File: config.mk
export PLATFORM = sky130hd
export DESIGN_NAME = execute_md_flat
export DESIGN_NICKNAME = d
export VERILOG_FILES = /design/src/rtl/execute_md_if.sv /design/src/rtl/execute_md.sv /design/src/flat_wrapper.sv
export SDC_FILE = /design/constraint.sdc
export NUM_CORES = 2
export LEC_CHECK = 0
export CORE_ASPECT_RATIO = 0.75
export CORE_MARGIN = 2
export CORE_UTILIZATION = 30
export DETAILED_ROUTE_END_ITERATION = 8
export PLACE_DENSITY = 0.51
export SETUP_SLACK_MARGIN = 0.4
export SLEW_MARGIN = 20
export SYNTH_ARGS = -nofsm -noshare
export SYNTH_HDL_FRONTEND = slang
export SYNTH_SLANG_ARGS = --single-unit
export TNS_END_PERCENT = 20
File: constraint.sdc
create_clock -name clk -period 9.35 [get_ports clk]
set_input_delay 1.87 -clock clk [delete_from_list [all_inputs] [get_ports clk]]
set_output_delay 1.87 -clock clk [all_outputs]
set_load 0.02 [all_outputs]
File: src/rtl/execute_md_if.sv
// rtl/execute_md_if.sv - decode/execute to execute/memory signal bundle for the execute stage
interface execute_md_if #(
    parameter int DATA_WIDTH    = 32,
    parameter int ADDRESS_WIDTH = 32
);
    logic                     reg_write_d;
    logic                     mem_write_d;
    logic                     jump_d;
    logic                     branch_d;
    logic [1:0]               res_src_d;
    logic [3:0]               alu_control_d;
    logic [2:0]               funct3_d;
    logic                     alu_src_a_d;
    logic                     alu_src_b_d;
    logic                     md_valid_d;
    logic [DATA_WIDTH-1:0]    rd1_d;
    logic [DATA_WIDTH-1:0]    rd2_d;
    logic [DATA_WIDTH-1:0]    imm_val_d;
    logic [ADDRESS_WIDTH-1:0] pc_d;
    logic [ADDRESS_WIDTH-1:0] pc_plus4_d;
    logic [4:0]               rd_d;
    logic [DATA_WIDTH-1:0]    alu_result_m;
    logic [DATA_WIDTH-1:0]    result_w;
    logic [1:0]               forward_a_e;
    logic [1:0]               forward_b_e;
    logic                     flush_e;

    logic                     reg_write_e;
    logic                     mem_write_e;
    logic [1:0]               res_src_e;
    logic [2:0]               funct3_e;
    logic [4:0]               rd_e;
    logic [ADDRESS_WIDTH-1:0] pc_plus4_e;
    logic [DATA_WIDTH-1:0]    alu_result_e;
    logic [DATA_WIDTH-1:0]    write_data_e;
    logic [ADDRESS_WIDTH-1:0] pc_target_e;
    logic                     pc_src_e;
    logic                     md_stall_e;
    logic                     md_busy_e;

    modport master (
        output reg_write_d, mem_write_d, jump_d, branch_d, res_src_d, alu_control_d,
               funct3_d, alu_src_a_d, alu_src_b_d, md_valid_d, rd1_d, rd2_d, imm_val_d,
               pc_d, pc_plus4_d, rd_d, alu_result_m, result_w, forward_a_e, forward_b_e,
               flush_e,
        input  reg_write_e, mem_write_e, res_src_e, funct3_e, rd_e, pc_plus4_e,
               alu_result_e, write_data_e, pc_target_e, pc_src_e, md_stall_e, md_busy_e
    );

    modport slave (
        input  reg_write_d, mem_write_d, jump_d, branch_d, res_src_d, alu_control_d,
               funct3_d, alu_src_a_d, alu_src_b_d, md_valid_d, rd1_d, rd2_d, imm_val_d,
               pc_d, pc_plus4_d, rd_d, alu_result_m, result_w, forward_a_e, forward_b_e,
               flush_e,
        output reg_write_e, mem_write_e, res_src_e, funct3_e, rd_e, pc_plus4_e,
               alu_result_e, write_data_e, pc_target_e, pc_src_e, md_stall_e, md_busy_e
    );
endinterface

File: src/rtl/execute_md.sv
// rtl/execute_md.sv - RV32 execute stage with forwarding, branch resolution and iterative mul/div
module execute_md #(
    parameter int DATA_WIDTH    = 32,
    parameter int ADDRESS_WIDTH = 32,
    parameter int MD_STEPS      = DATA_WIDTH
) (
    input logic         clk,
    input logic         rst,
    execute_md_if.slave ex
);
    localparam int W   = DATA_WIDTH;
    localparam int SHW = $clog2(W);
    localparam int CW  = $clog2(MD_STEPS);

    localparam logic [3:0] ALU_ADD  = 4'd0;
    localparam logic [3:0] ALU_SUB  = 4'd1;
    localparam logic [3:0] ALU_AND  = 4'd2;
    localparam logic [3:0] ALU_OR   = 4'd3;
    localparam logic [3:0] ALU_XOR  = 4'd4;
    localparam logic [3:0] ALU_SLT  = 4'd5;
    localparam logic [3:0] ALU_SLTU = 4'd6;
    localparam logic [3:0] ALU_SLL  = 4'd7;
    localparam logic [3:0] ALU_SRL  = 4'd8;
    localparam logic [3:0] ALU_SRA  = 4'd9;
    localparam logic [3:0] ALU_PASS = 4'd10;

    typedef enum logic [1:0] {MD_IDLE, MD_BUSY, MD_DONE} md_state_t;

    md_state_t       state;
    logic [CW-1:0]   cnt;
    logic [2*W-1:0]  acc;
    logic [W-1:0]    mcand;
    logic [W-1:0]    op_a;
    logic [W-1:0]    op_b;
    logic [2:0]      op_f3;
    logic            neg_a;
    logic            neg_b;
    logic [W-1:0]    md_result;

    logic [W-1:0]    fa;
    logic [W-1:0]    fb;
    logic [W-1:0]    alu_a;
    logic [W-1:0]    alu_b;
    logic [W-1:0]    alu_y;
    logic            br_cond;

    logic            in_neg_a;
    logic            in_neg_b;
    logic [W-1:0]    mag_a;
    logic [W-1:0]    mag_b;

    logic [W:0]      step_sum;
    logic [W:0]      step_shift;
    logic [W:0]      step_diff;
    logic [2*W-1:0]  acc_step;
    logic [2*W-1:0]  prod_fix;
    logic [W-1:0]    quo_fix;
    logic [W-1:0]    rem_fix;
    logic [W-1:0]    md_final;

    // Operand forwarding from the memory and writeback stages
    always_comb begin
        fa = ex.rd1_d;
        fb = ex.rd2_d;
        case (ex.forward_a_e)
            2'b01:   fa = ex.alu_result_m;
            2'b10:   fa = ex.result_w;
            default: fa = ex.rd1_d;
        endcase
        case (ex.forward_b_e)
            2'b01:   fb = ex.alu_result_m;
            2'b10:   fb = ex.result_w;
            default: fb = ex.rd2_d;
        endcase
    end

    assign alu_a = ex.alu_src_a_d ? W'(ex.pc_d) : fa;
    assign alu_b = ex.alu_src_b_d ? ex.imm_val_d : fb;

    // Single-cycle ALU
    always_comb begin
        alu_y = '0;
        case (ex.alu_control_d)
            ALU_ADD:  alu_y = alu_a + alu_b;
            ALU_SUB:  alu_y = alu_a - alu_b;
            ALU_AND:  alu_y = alu_a & alu_b;
            ALU_OR:   alu_y = alu_a | alu_b;
            ALU_XOR:  alu_y = alu_a ^ alu_b;
            ALU_SLT:  alu_y = W'($signed(alu_a) < $signed(alu_b));
            ALU_SLTU: alu_y = W'(alu_a < alu_b);
            ALU_SLL:  alu_y = alu_a << alu_b[SHW-1:0];
            ALU_SRL:  alu_y = alu_a >> alu_b[SHW-1:0];
            ALU_SRA:  alu_y = W'($signed(alu_a) >>> alu_b[SHW-1:0]);
            ALU_PASS: alu_y = alu_b;
            default:  alu_y = '0;
        endcase
    end

    // Branch comparator on the forwarded register operands
    always_comb begin
        br_cond = 1'b0;
        case (ex.funct3_d)
            3'b000:  br_cond = (fa == fb);
            3'b001:  br_cond = (fa != fb);
            3'b100:  br_cond = ($signed(fa) < $signed(fb));
            3'b101:  br_cond = ($signed(fa) >= $signed(fb));
            3'b110:  br_cond = (fa < fb);
            3'b111:  br_cond = (fa >= fb);
            default: br_cond = 1'b0;
        endcase
    end

    // Operand signedness and magnitudes for the op being accepted
    always_comb begin
        in_neg_a = 1'b0;
        in_neg_b = 1'b0;
        case (ex.funct3_d)
            3'b001, 3'b100, 3'b110: begin
                in_neg_a = fa[W-1];
                in_neg_b = fb[W-1];
            end
            3'b010:  in_neg_a = fa[W-1];
            default: begin
                in_neg_a = 1'b0;
                in_neg_b = 1'b0;
            end
        endcase
        mag_a = in_neg_a ? (~fa + W'(1)) : fa;
        mag_b = in_neg_b ? (~fb + W'(1)) : fb;
    end

    // One shift-add (mul) or restoring-subtract (div) step, plus the sign fix-up of that step's outcome
    always_comb begin
        step_sum   = {1'b0, acc[2*W-1:W]} + {1'b0, (acc[0] ? mcand : {W{1'b0}})};
        step_shift = acc[2*W-1:W-1];
        step_diff  = step_shift - {1'b0, mcand};
        if (op_f3[2]) begin
            if (!step_diff[W]) acc_step = {step_diff[W-1:0], acc[W-2:0], 1'b1};
            else               acc_step = {step_shift[W-1:0], acc[W-2:0], 1'b0};
        end else begin
            acc_step = {step_sum, acc[W-1:1]};
        end

        prod_fix = (neg_a ^ neg_b) ? (~acc_step + (2*W)'(1)) : acc_step;
        if (op_b == '0) begin
            // Division by zero: all-ones quotient, dividend as remainder
            quo_fix = '1;
            rem_fix = op_a;
        end else begin
            quo_fix = (neg_a ^ neg_b) ? (~acc_step[W-1:0] + W'(1)) : acc_step[W-1:0];
            rem_fix = neg_a ? (~acc_step[2*W-1:W] + W'(1)) : acc_step[2*W-1:W];
        end

        case (op_f3)
            3'b000:                 md_final = prod_fix[W-1:0];
            3'b001, 3'b010, 3'b011: md_final = prod_fix[2*W-1:W];
            3'b100, 3'b101:         md_final = quo_fix;
            default:                md_final = rem_fix;
        endcase
    end

    // Mul/div sequencer: accept in IDLE, iterate in BUSY, present the result for one cycle in DONE
    always_ff @(posedge clk) begin
        if (rst) begin
            state     <= MD_IDLE;
            cnt       <= '0;
            acc       <= '0;
            mcand     <= '0;
            op_a      <= '0;
            op_b      <= '0;
            op_f3     <= '0;
            neg_a     <= 1'b0;
            neg_b     <= 1'b0;
            md_result <= '0;
        end else if (ex.flush_e) begin
            state <= MD_IDLE;
            cnt   <= '0;
        end else begin
            case (state)
                MD_IDLE: begin
                    if (ex.md_valid_d) begin
                        op_a  <= fa;
                        op_b  <= fb;
                        op_f3 <= ex.funct3_d;
                        neg_a <= in_neg_a;
                        neg_b <= in_neg_b;
                        cnt   <= '0;
                        if (ex.funct3_d[2]) begin
                            acc   <= {{W{1'b0}}, mag_a};
                            mcand <= mag_b;
                        end else begin
                            acc   <= {{W{1'b0}}, mag_b};
                            mcand <= mag_a;
                        end
                        state <= MD_BUSY;
                    end
                end
                MD_BUSY: begin
                    acc <= acc_step;
                    if (cnt == CW'(MD_STEPS - 1)) begin
                        md_result <= md_final;
                        cnt       <= '0;
                        state     <= MD_DONE;
                    end else begin
                        cnt <= cnt + CW'(1);
                    end
                end
                MD_DONE: state <= MD_IDLE;
                default: state <= MD_IDLE;
            endcase
        end
    end

    assign ex.md_stall_e   = ~ex.flush_e & ((state == MD_BUSY) | ((state == MD_IDLE) & ex.md_valid_d));
    assign ex.md_busy_e    = (state != MD_IDLE);
    assign ex.alu_result_e = (state == MD_DONE) ? md_result : alu_y;
    assign ex.write_data_e = fb;
    assign ex.pc_target_e  = ADDRESS_WIDTH'(alu_y);
    assign ex.pc_src_e     = (ex.jump_d | (ex.branch_d & br_cond)) & ~ex.md_stall_e & ~ex.flush_e;

    assign ex.reg_write_e  = ex.reg_write_d;
    assign ex.mem_write_e  = ex.mem_write_d;
    assign ex.res_src_e    = ex.res_src_d;
    assign ex.funct3_e     = ex.funct3_d;
    assign ex.rd_e         = ex.rd_d;
    assign ex.pc_plus4_e   = ex.pc_plus4_d;
endmodule
File: src/flat_wrapper.sv
// flat-port wrapper written by rule: the top's interface ports become plain ports
module execute_md_flat 
#(
    parameter int DATA_WIDTH    = 32,
    parameter int ADDRESS_WIDTH = 32,
    parameter int MD_STEPS      = DATA_WIDTH
)
  (clk, rst, ex_reg_write_d, ex_mem_write_d, ex_jump_d, ex_branch_d, ex_res_src_d, ex_alu_control_d, ex_funct3_d, ex_alu_src_a_d, ex_alu_src_b_d, ex_md_valid_d, ex_rd1_d, ex_rd2_d, ex_imm_val_d, ex_pc_d, ex_pc_plus4_d, ex_rd_d, ex_alu_result_m, ex_result_w, ex_forward_a_e, ex_forward_b_e, ex_flush_e, ex_reg_write_e, ex_mem_write_e, ex_res_src_e, ex_funct3_e, ex_rd_e, ex_pc_plus4_e, ex_alu_result_e, ex_write_data_e, ex_pc_target_e, ex_pc_src_e, ex_md_stall_e, ex_md_busy_e);
  execute_md_if #(.DATA_WIDTH(DATA_WIDTH), .ADDRESS_WIDTH(ADDRESS_WIDTH)) ex_i ();
  input logic clk;
  input logic rst;
  input wire logic [$bits(ex_i.reg_write_d)-1:0] ex_reg_write_d;
  input wire logic [$bits(ex_i.mem_write_d)-1:0] ex_mem_write_d;
  input wire logic [$bits(ex_i.jump_d)-1:0] ex_jump_d;
  input wire logic [$bits(ex_i.branch_d)-1:0] ex_branch_d;
  input wire logic [$bits(ex_i.res_src_d)-1:0] ex_res_src_d;
  input wire logic [$bits(ex_i.alu_control_d)-1:0] ex_alu_control_d;
  input wire logic [$bits(ex_i.funct3_d)-1:0] ex_funct3_d;
  input wire logic [$bits(ex_i.alu_src_a_d)-1:0] ex_alu_src_a_d;
  input wire logic [$bits(ex_i.alu_src_b_d)-1:0] ex_alu_src_b_d;
  input wire logic [$bits(ex_i.md_valid_d)-1:0] ex_md_valid_d;
  input wire logic [$bits(ex_i.rd1_d)-1:0] ex_rd1_d;
  input wire logic [$bits(ex_i.rd2_d)-1:0] ex_rd2_d;
  input wire logic [$bits(ex_i.imm_val_d)-1:0] ex_imm_val_d;
  input wire logic [$bits(ex_i.pc_d)-1:0] ex_pc_d;
  input wire logic [$bits(ex_i.pc_plus4_d)-1:0] ex_pc_plus4_d;
  input wire logic [$bits(ex_i.rd_d)-1:0] ex_rd_d;
  input wire logic [$bits(ex_i.alu_result_m)-1:0] ex_alu_result_m;
  input wire logic [$bits(ex_i.result_w)-1:0] ex_result_w;
  input wire logic [$bits(ex_i.forward_a_e)-1:0] ex_forward_a_e;
  input wire logic [$bits(ex_i.forward_b_e)-1:0] ex_forward_b_e;
  input wire logic [$bits(ex_i.flush_e)-1:0] ex_flush_e;
  output wire logic [$bits(ex_i.reg_write_e)-1:0] ex_reg_write_e;
  output wire logic [$bits(ex_i.mem_write_e)-1:0] ex_mem_write_e;
  output wire logic [$bits(ex_i.res_src_e)-1:0] ex_res_src_e;
  output wire logic [$bits(ex_i.funct3_e)-1:0] ex_funct3_e;
  output wire logic [$bits(ex_i.rd_e)-1:0] ex_rd_e;
  output wire logic [$bits(ex_i.pc_plus4_e)-1:0] ex_pc_plus4_e;
  output wire logic [$bits(ex_i.alu_result_e)-1:0] ex_alu_result_e;
  output wire logic [$bits(ex_i.write_data_e)-1:0] ex_write_data_e;
  output wire logic [$bits(ex_i.pc_target_e)-1:0] ex_pc_target_e;
  output wire logic [$bits(ex_i.pc_src_e)-1:0] ex_pc_src_e;
  output wire logic [$bits(ex_i.md_stall_e)-1:0] ex_md_stall_e;
  output wire logic [$bits(ex_i.md_busy_e)-1:0] ex_md_busy_e;
  assign ex_i.reg_write_d = ex_reg_write_d;
  assign ex_i.mem_write_d = ex_mem_write_d;
  assign ex_i.jump_d = ex_jump_d;
  assign ex_i.branch_d = ex_branch_d;
  assign ex_i.res_src_d = ex_res_src_d;
  assign ex_i.alu_control_d = ex_alu_control_d;
  assign ex_i.funct3_d = ex_funct3_d;
  assign ex_i.alu_src_a_d = ex_alu_src_a_d;
  assign ex_i.alu_src_b_d = ex_alu_src_b_d;
  assign ex_i.md_valid_d = ex_md_valid_d;
  assign ex_i.rd1_d = ex_rd1_d;
  assign ex_i.rd2_d = ex_rd2_d;
  assign ex_i.imm_val_d = ex_imm_val_d;
  assign ex_i.pc_d = ex_pc_d;
  assign ex_i.pc_plus4_d = ex_pc_plus4_d;
  assign ex_i.rd_d = ex_rd_d;
  assign ex_i.alu_result_m = ex_alu_result_m;
  assign ex_i.result_w = ex_result_w;
  assign ex_i.forward_a_e = ex_forward_a_e;
  assign ex_i.forward_b_e = ex_forward_b_e;
  assign ex_i.flush_e = ex_flush_e;
  assign ex_reg_write_e = ex_i.reg_write_e;
  assign ex_mem_write_e = ex_i.mem_write_e;
  assign ex_res_src_e = ex_i.res_src_e;
  assign ex_funct3_e = ex_i.funct3_e;
  assign ex_rd_e = ex_i.rd_e;
  assign ex_pc_plus4_e = ex_i.pc_plus4_e;
  assign ex_alu_result_e = ex_i.alu_result_e;
  assign ex_write_data_e = ex_i.write_data_e;
  assign ex_pc_target_e = ex_i.pc_target_e;
  assign ex_pc_src_e = ex_i.pc_src_e;
  assign ex_md_stall_e = ex_i.md_stall_e;
  assign ex_md_busy_e = ex_i.md_busy_e;
  execute_md #(.DATA_WIDTH(DATA_WIDTH), .ADDRESS_WIDTH(ADDRESS_WIDTH), .MD_STEPS(MD_STEPS)) u_core (.clk(clk), .rst(rst), .ex(ex_i));
endmodule
# --- Word-level counts from Yosys, hierarchy flattened ---
# Index checks and enable logic that the tools add are counted.
word_totals:
  register_bits: 204
  latchBits: 0
  ram_bits: 0
  rom_bits: 0
  output_inout_bits: 143
  n_memories: 0
op_classes:
  add_sub_neg: 10
  mul: 0
  n_div: 0
  magnitude_cmp: 6
  n_eq_ne: 32
  shift: 3
  n_mux: 30
  n_bitwise: 18
  n_reduce_logical: 17
op_table:
  columns: ["cell", "n"]
  rows:
  - ["two-way mux 32 bit", 12]
  - ["one-hot mux 32 bit (11 select lines)", 1]
  - ["two-way mux 64 bit", 4]
  - ["adder 32 x 1 -> 32 bit (second input constant)", 4]
  - ["< comparator 32 bit", 4]
  - ["inverter 32 bit", 4]
  - ["one-hot mux 32 bit (2 select lines)", 2]
  - ["one-hot mux 64 bit (2 select lines)", 1]
  - ["one-hot mux 32 bit (3 select lines)", 1]
  - ["adder 64 x 1 -> 64 bit (second input constant)", 1]
  - [">= comparator 32 bit", 2]
  - ["inverter 64 bit", 1]
  - ["adder 32 x 32 -> 33 bit", 1]
  - ["subtractor 33 x 32 -> 33 bit", 1]
  - ["adder 32 bit", 1]
  - ["AND 32 bit", 1]
  - ["== test 32 bit", 1]
  - ["logical NOT 32 bit", 1]
  - ["!= test 32 bit", 1]
  - ["bitwise OR 32 bit", 1]
  - ["left shift 32 x 5 -> 32 bit", 1]
  - ["right shift 32 x 5 -> 32 bit", 1]
  - [">>> shifter 32 x 5 -> 32 bit", 1]
  - ["subtractor 32 bit", 1]
  - ["33 further kinds", 67]

# --- Longest topological paths before layout ---
logic_depth:
  depth_word: 8
  mapped_depth: 26
  ltp_nobuf: 22

# --- Worst setup path after synthesis ---
# Ideal clock, no wire load.
synth_timing:
  kind: "in2out"
  from: "input ex_forward_b_e[0]"
  to: "output ex_alu_result_e[30]"
  arrival_ns: 7.344
  t_required_ns: 7.480
  path_slack_ns: 0.136
  cell_stages: 26
  path_buffers: 6
  cell_sequence: "inv_1 -> ha_1 -> buf_2 -> inv_1 -> clkbuf_1 -> o21ai_1 -> o21a_1 -> clkbuf_1 -> inv_1 -> clkbuf_1 -> clkbuf_1 -> clkbuf_1 -> ha_1 -> o21bai_1 -> a21oi_1 -> o21bai_1 -> a21o_1 -> a2111oi_0 -> or3_1 -> a21oi_1 -> or2_2 -> a41o_1 -> o21ai_0 -> nor4_1 -> nand3b_1 -> mux2_2"
synth_between:
  elab_chain_cells: 6
  word_cells_on_any_way: 14
  classes_between: "add/sub (2); eq/ne (2); shift (3); mux (4); bitwise (3)"
synth_lines:
  columns: ["element", "line_no", "rtl"]
  rows:
  - ["from (decl)", "flat_wrapper.sv:31", "input wire logic [$bits(ex_i.forward_b_e)-1:0] ex_forward_b_e;"]
  - ["== test 2 bit or == test 2 x 1 -> 1 bit (tied branches)", "execute_md.sv:70", "case (ex.forward_b_e)"]
  - ["one-hot mux 32 bit (2 select lines) (*)", "execute_md.sv:70", null]
  - ["two-way mux 32 bit (*)", "execute_md.sv:78", "assign alu_b = ex.alu_src_b_d ? ex.imm_val_d : fb;"]
  - ["subtractor 32 bit (tied with other cells)", "execute_md.sv:85", "ALU_SUB: alu_y = alu_a - alu_b;"]
  - ["one-hot mux 32 bit (11 select lines) (*)", "execute_md.sv:83", "case (ex.alu_control_d)"]
  - ["named net ex_pc_target_e[30]", "flat_wrapper.sv:41", "output wire logic [$bits(ex_i.pc_target_e)-1:0] ex_pc_target_e;"]
  - ["two-way mux 32 bit (*)", "execute_md.sv:216", "assign ex.alu_result_e = (state == MD_DONE) ? md_result : alu_y;"]
  - ["to (decl)", "flat_wrapper.sv:39", "output wire logic [$bits(ex_i.alu_result_e)-1:0] ex_alu_result_e;"]
# The timed path passes the listed nets; every way through them passes the cells marked *.

# --- Worst setup path in the final report ---
layout_timing:
  from: "input ex_forward_a_e[1]"
  to: "output ex_alu_result_e[31]"
layout_between:
  elab_chain_cells: 6
  word_cells_on_any_way: 14
  classes_between: "add/sub (2); eq/ne (2); shift (3); mux (4); bitwise (3)"
layout_lines:
  columns: ["element", "line_no", "rtl"]
  rows:
  - ["from (decl)", "flat_wrapper.sv:30", "input wire logic [$bits(ex_i.forward_a_e)-1:0] ex_forward_a_e;"]
  - ["== test 2 bit or == test 2 x 1 -> 1 bit (tied branches)", "execute_md.sv:65", "case (ex.forward_a_e)"]
  - ["one-hot mux 32 bit (2 select lines) (*)", "execute_md.sv:65", null]
  - ["two-way mux 32 bit (*)", "execute_md.sv:77", "assign alu_a = ex.alu_src_a_d ? W'(ex.pc_d) : fa;"]
  - ["subtractor 32 bit (tied with other cells)", "execute_md.sv:85", null]
  - ["one-hot mux 32 bit (11 select lines) (*)", "execute_md.sv:83", null]
  - ["two-way mux 32 bit (*)", "execute_md.sv:216", null]
# Every way passes the cells marked *; elsewhere a longest branch is shown, timed or not.

==> results.cfg <==
[synthesis]
syn_nets = 4812
yosysTopAreaCell = dfxtp_1
yosysWarningCount = 0
synth_cell_type_count = 96
synth_seq_area_share_pct = 14.2
ys_async_sr_fraction_pct = 0
synthFlopType = dfxtp_1
synth.area.top_cells = dfxtp_1, ha_1, a21oi_1
syn-cell-area_sq_mm = 0.0288
yosysTopAreaCellShare_pct = 14.2
synth_cells = 4357
ys_ff_latch = 204
synth_edf_count = 0
syn_avg_cell_area_sq_um = 6.62

[drt]
drt-vias-per-instance = 6.03
final_antenna_net_count = 0
routed_wl_um = 162000
drt_first_pass_iters = 6
drc = 0
drt_iter0_drc = 5096
via_count = 36100
routedWlPerCell_um = 27.0

[critical_path]
cp_common_cell = buf_4
crit_type = primary input to primary output
cp.depth = 26
worstPathRequired_ps = 7480
max_stage_delay_ps = 520
worstPathArrival_ps = 7220
endpoint_kind = primary output
crit_start = ex_forward_a_e[1]
worst_path_dominant_cell_family = compound AO/OA/AOI/OAI gates
r2r_start = u_core.acc[31]
ff2ff_path_depth = 20
critical_path_buf_inv_count = 9
cp_slowest_cell = clkdlybuf4s50_1
crit_path_start_kind = primary input
crit_fanout = 5

[run_status]
outcome = finished clean

[place]
io_buffers = 312
pre_cts_slack_ps = -236
dpl_cell_area_sq_mm = 0.0349
place.gp.congestion = 1.03
dp_cells = 5939
hpwl_um = 131000

[cts]
root_buffer = clkbuf_16
clock_sinks = 204
clk_latency_ps = 590
cts.reportedPaths.clkPinSlew_ps = 80
ctsHtreeMaxLevel = 1
postCtsHoldBufs = 0
cts_buffers = 24
cts_tree = done
clockBufferDepth = 3

[job]
drv_cap = 0

[pwr]
pwr_density_cell_mw_per_mm2 = 134
ir_drop_v = 0.000105
fin_total_pwr_mw = 4.81
p_leak_nw = 15.0

[grt]
grt_usage_pct = 31.2
grt_overflow = 0
grt_pass1_wl_um = 230000
grt_antenna_before_repair = 8
grt_max_degree = 89
first_global_vias = 32300

[floorplan]
core_sq_mm = 0.0953
dieArea_sq_mm = 0.0987
initial_core_util_pct = 30.3
die_h_um = 273
ios = 395
rows = 98
die_w_um = 362

[worst_hold_path]
hold_path_class = register to register
hold_path.startpoint = u_core.op_b[0]
min_delay_path_depth = 2

[layout]
stdcell_area_sq_mm = 0.0359
multi_input_area_sq_mm = 0.0227
mostFrequentLayoutCells = nor2_1, nand2_1, a21oi_1, buf_4, clkdlybuf4s50_1
drive_gt1_share_pct = 12.1
fin_nets = 5174
regArea_sq_mm = 0.00409
final_common_cell = nor2_1
layout.cells.non_filler = 5988
final_core_util_pct = 37.7
synthToLayoutAreaGrowth_pct = 24.6
fill_cells = 10300

[sta]
finalSetupTns_ps = 0
layout_setup_ws_ps = 258
slew_viol_final = 0
skew_ps = 33.6
rsz0062_at_grt = yes
hold_violations = 0
worst_pin_slew_ps = 1250
period_minus_slack_ps = 9090
fin_crit_sh_pct = 97.2
whs_ps = 459
slew_headroom_pct = 16.8
fmax_ghz = 0.110
setup_viol = 0
==> cell type report <==
type,count,area share (%)
Sequential cell,204,11.4
Multi-Input combinational cell,3585,63.2
Antenna cell,2,0.0139
Tap cell,1250,4.35
Inverter,216,2.26
Clock inverter,8,0.216
Clock buffer,35,1.98
Timing Repair Buffer,688,16.6
==> registers in the layout, indices dropped and copies added, names as in the netlist <==
| name | count |
|---|---|
| u_core.state | 2 |
| u_core.neg_b | 1 |
| u_core.mcand | 32 |
| u_core.cnt | 5 |
| u_core.op_f3 | 3 |
| u_core.acc | 64 |
| u_core.md_result | 32 |
| u_core.op_a | 32 |
| u_core.op_b | 32 |
| u_core.neg_a | 1 |
==> cells by family (layout without fill, tap and decap cells) <==
logic type               after synthesis  after routing  share of synthesized area (%)
AO/OA/AOI/OAI                       1530           1530                           34.1
adder cells (fa/ha/maj)              205            205                           8.98
XOR/XNOR                             197            197                           5.98
AND/OR/NAND/NOR                     1497           1497                           23.1
other                                  0              2                              0
buffers and inverters                568            947                           8.06
flip-flops                           204            204                           14.2
multiplexers                         156            156                           5.59
==> layer usage <==
metal,track usage (%),vias to the layer above,share of wire (%)
met4,7.04,6,2.7
met5,0,-,0.021
li1,-,16500,-
met1,48.7,17300,47
met3,7.72,218,12
met2,41.8,2125,38
==> Yosys cell counts, types with 70 or more instances <==
library cell  count
a211oi_1         81
a21oi_1         469
a22oi_1          82
a31oi_1          70
clkbuf_1        258
dfxtp_1         204
ha_1            199
inv_1           214
mux2i_1         117
nand2_1         481
nor2_1          552
nor3_1          139
o21ai_0         288
xnor2_1         140
==> where the power goes <==
| group | switching, mW | internal, mW |
|---|---|---|
| Clock | 0.442 | 0.532 |
| Sequential | 0.0449 | 0.906 |
| Combinational | 1.82 | 1.07 |
==> final timing paths <==
check	endpoint	slack, ps
hold / removal	u_core.op_b[0]	460
setup / recovery	ex_alu_result_e[31]	260
hold reg to reg	u_core.op_b[0]	460
setup reg to reg	u_core.md_result[22]	2720
==> timing repair <==
| action | 4_1_cts | 5_1_grt |
|---|---|---|
| endpoints found under the setup margin | 46 | 62 |
| buffers inserted | 1 | 3 |
| pin swaps | 4 | 8 |
| gates resized for setup | 27 | 47 |
==> worst reg2reg max path, cell delays in order (launching register included) <==
cell      delay, ps
dfxtp_1         420
inv_1           100
ha_1            230
fa_1            430
nand2b_1        210
a21oi_2         240
o21ai_2         160
o311ai_4        510
a22o_1          250
o31ai_1          90
buf_4           190
inv_1            60
ha_1            200
nand4_1         180
nor4_1          710
nand2_1         520
nor4_1          800
a21oi_1         170
xor2_1          180
a221oi_1        710
nor3_1          110
No activity file was read; power rests on OpenSTA's default activity.
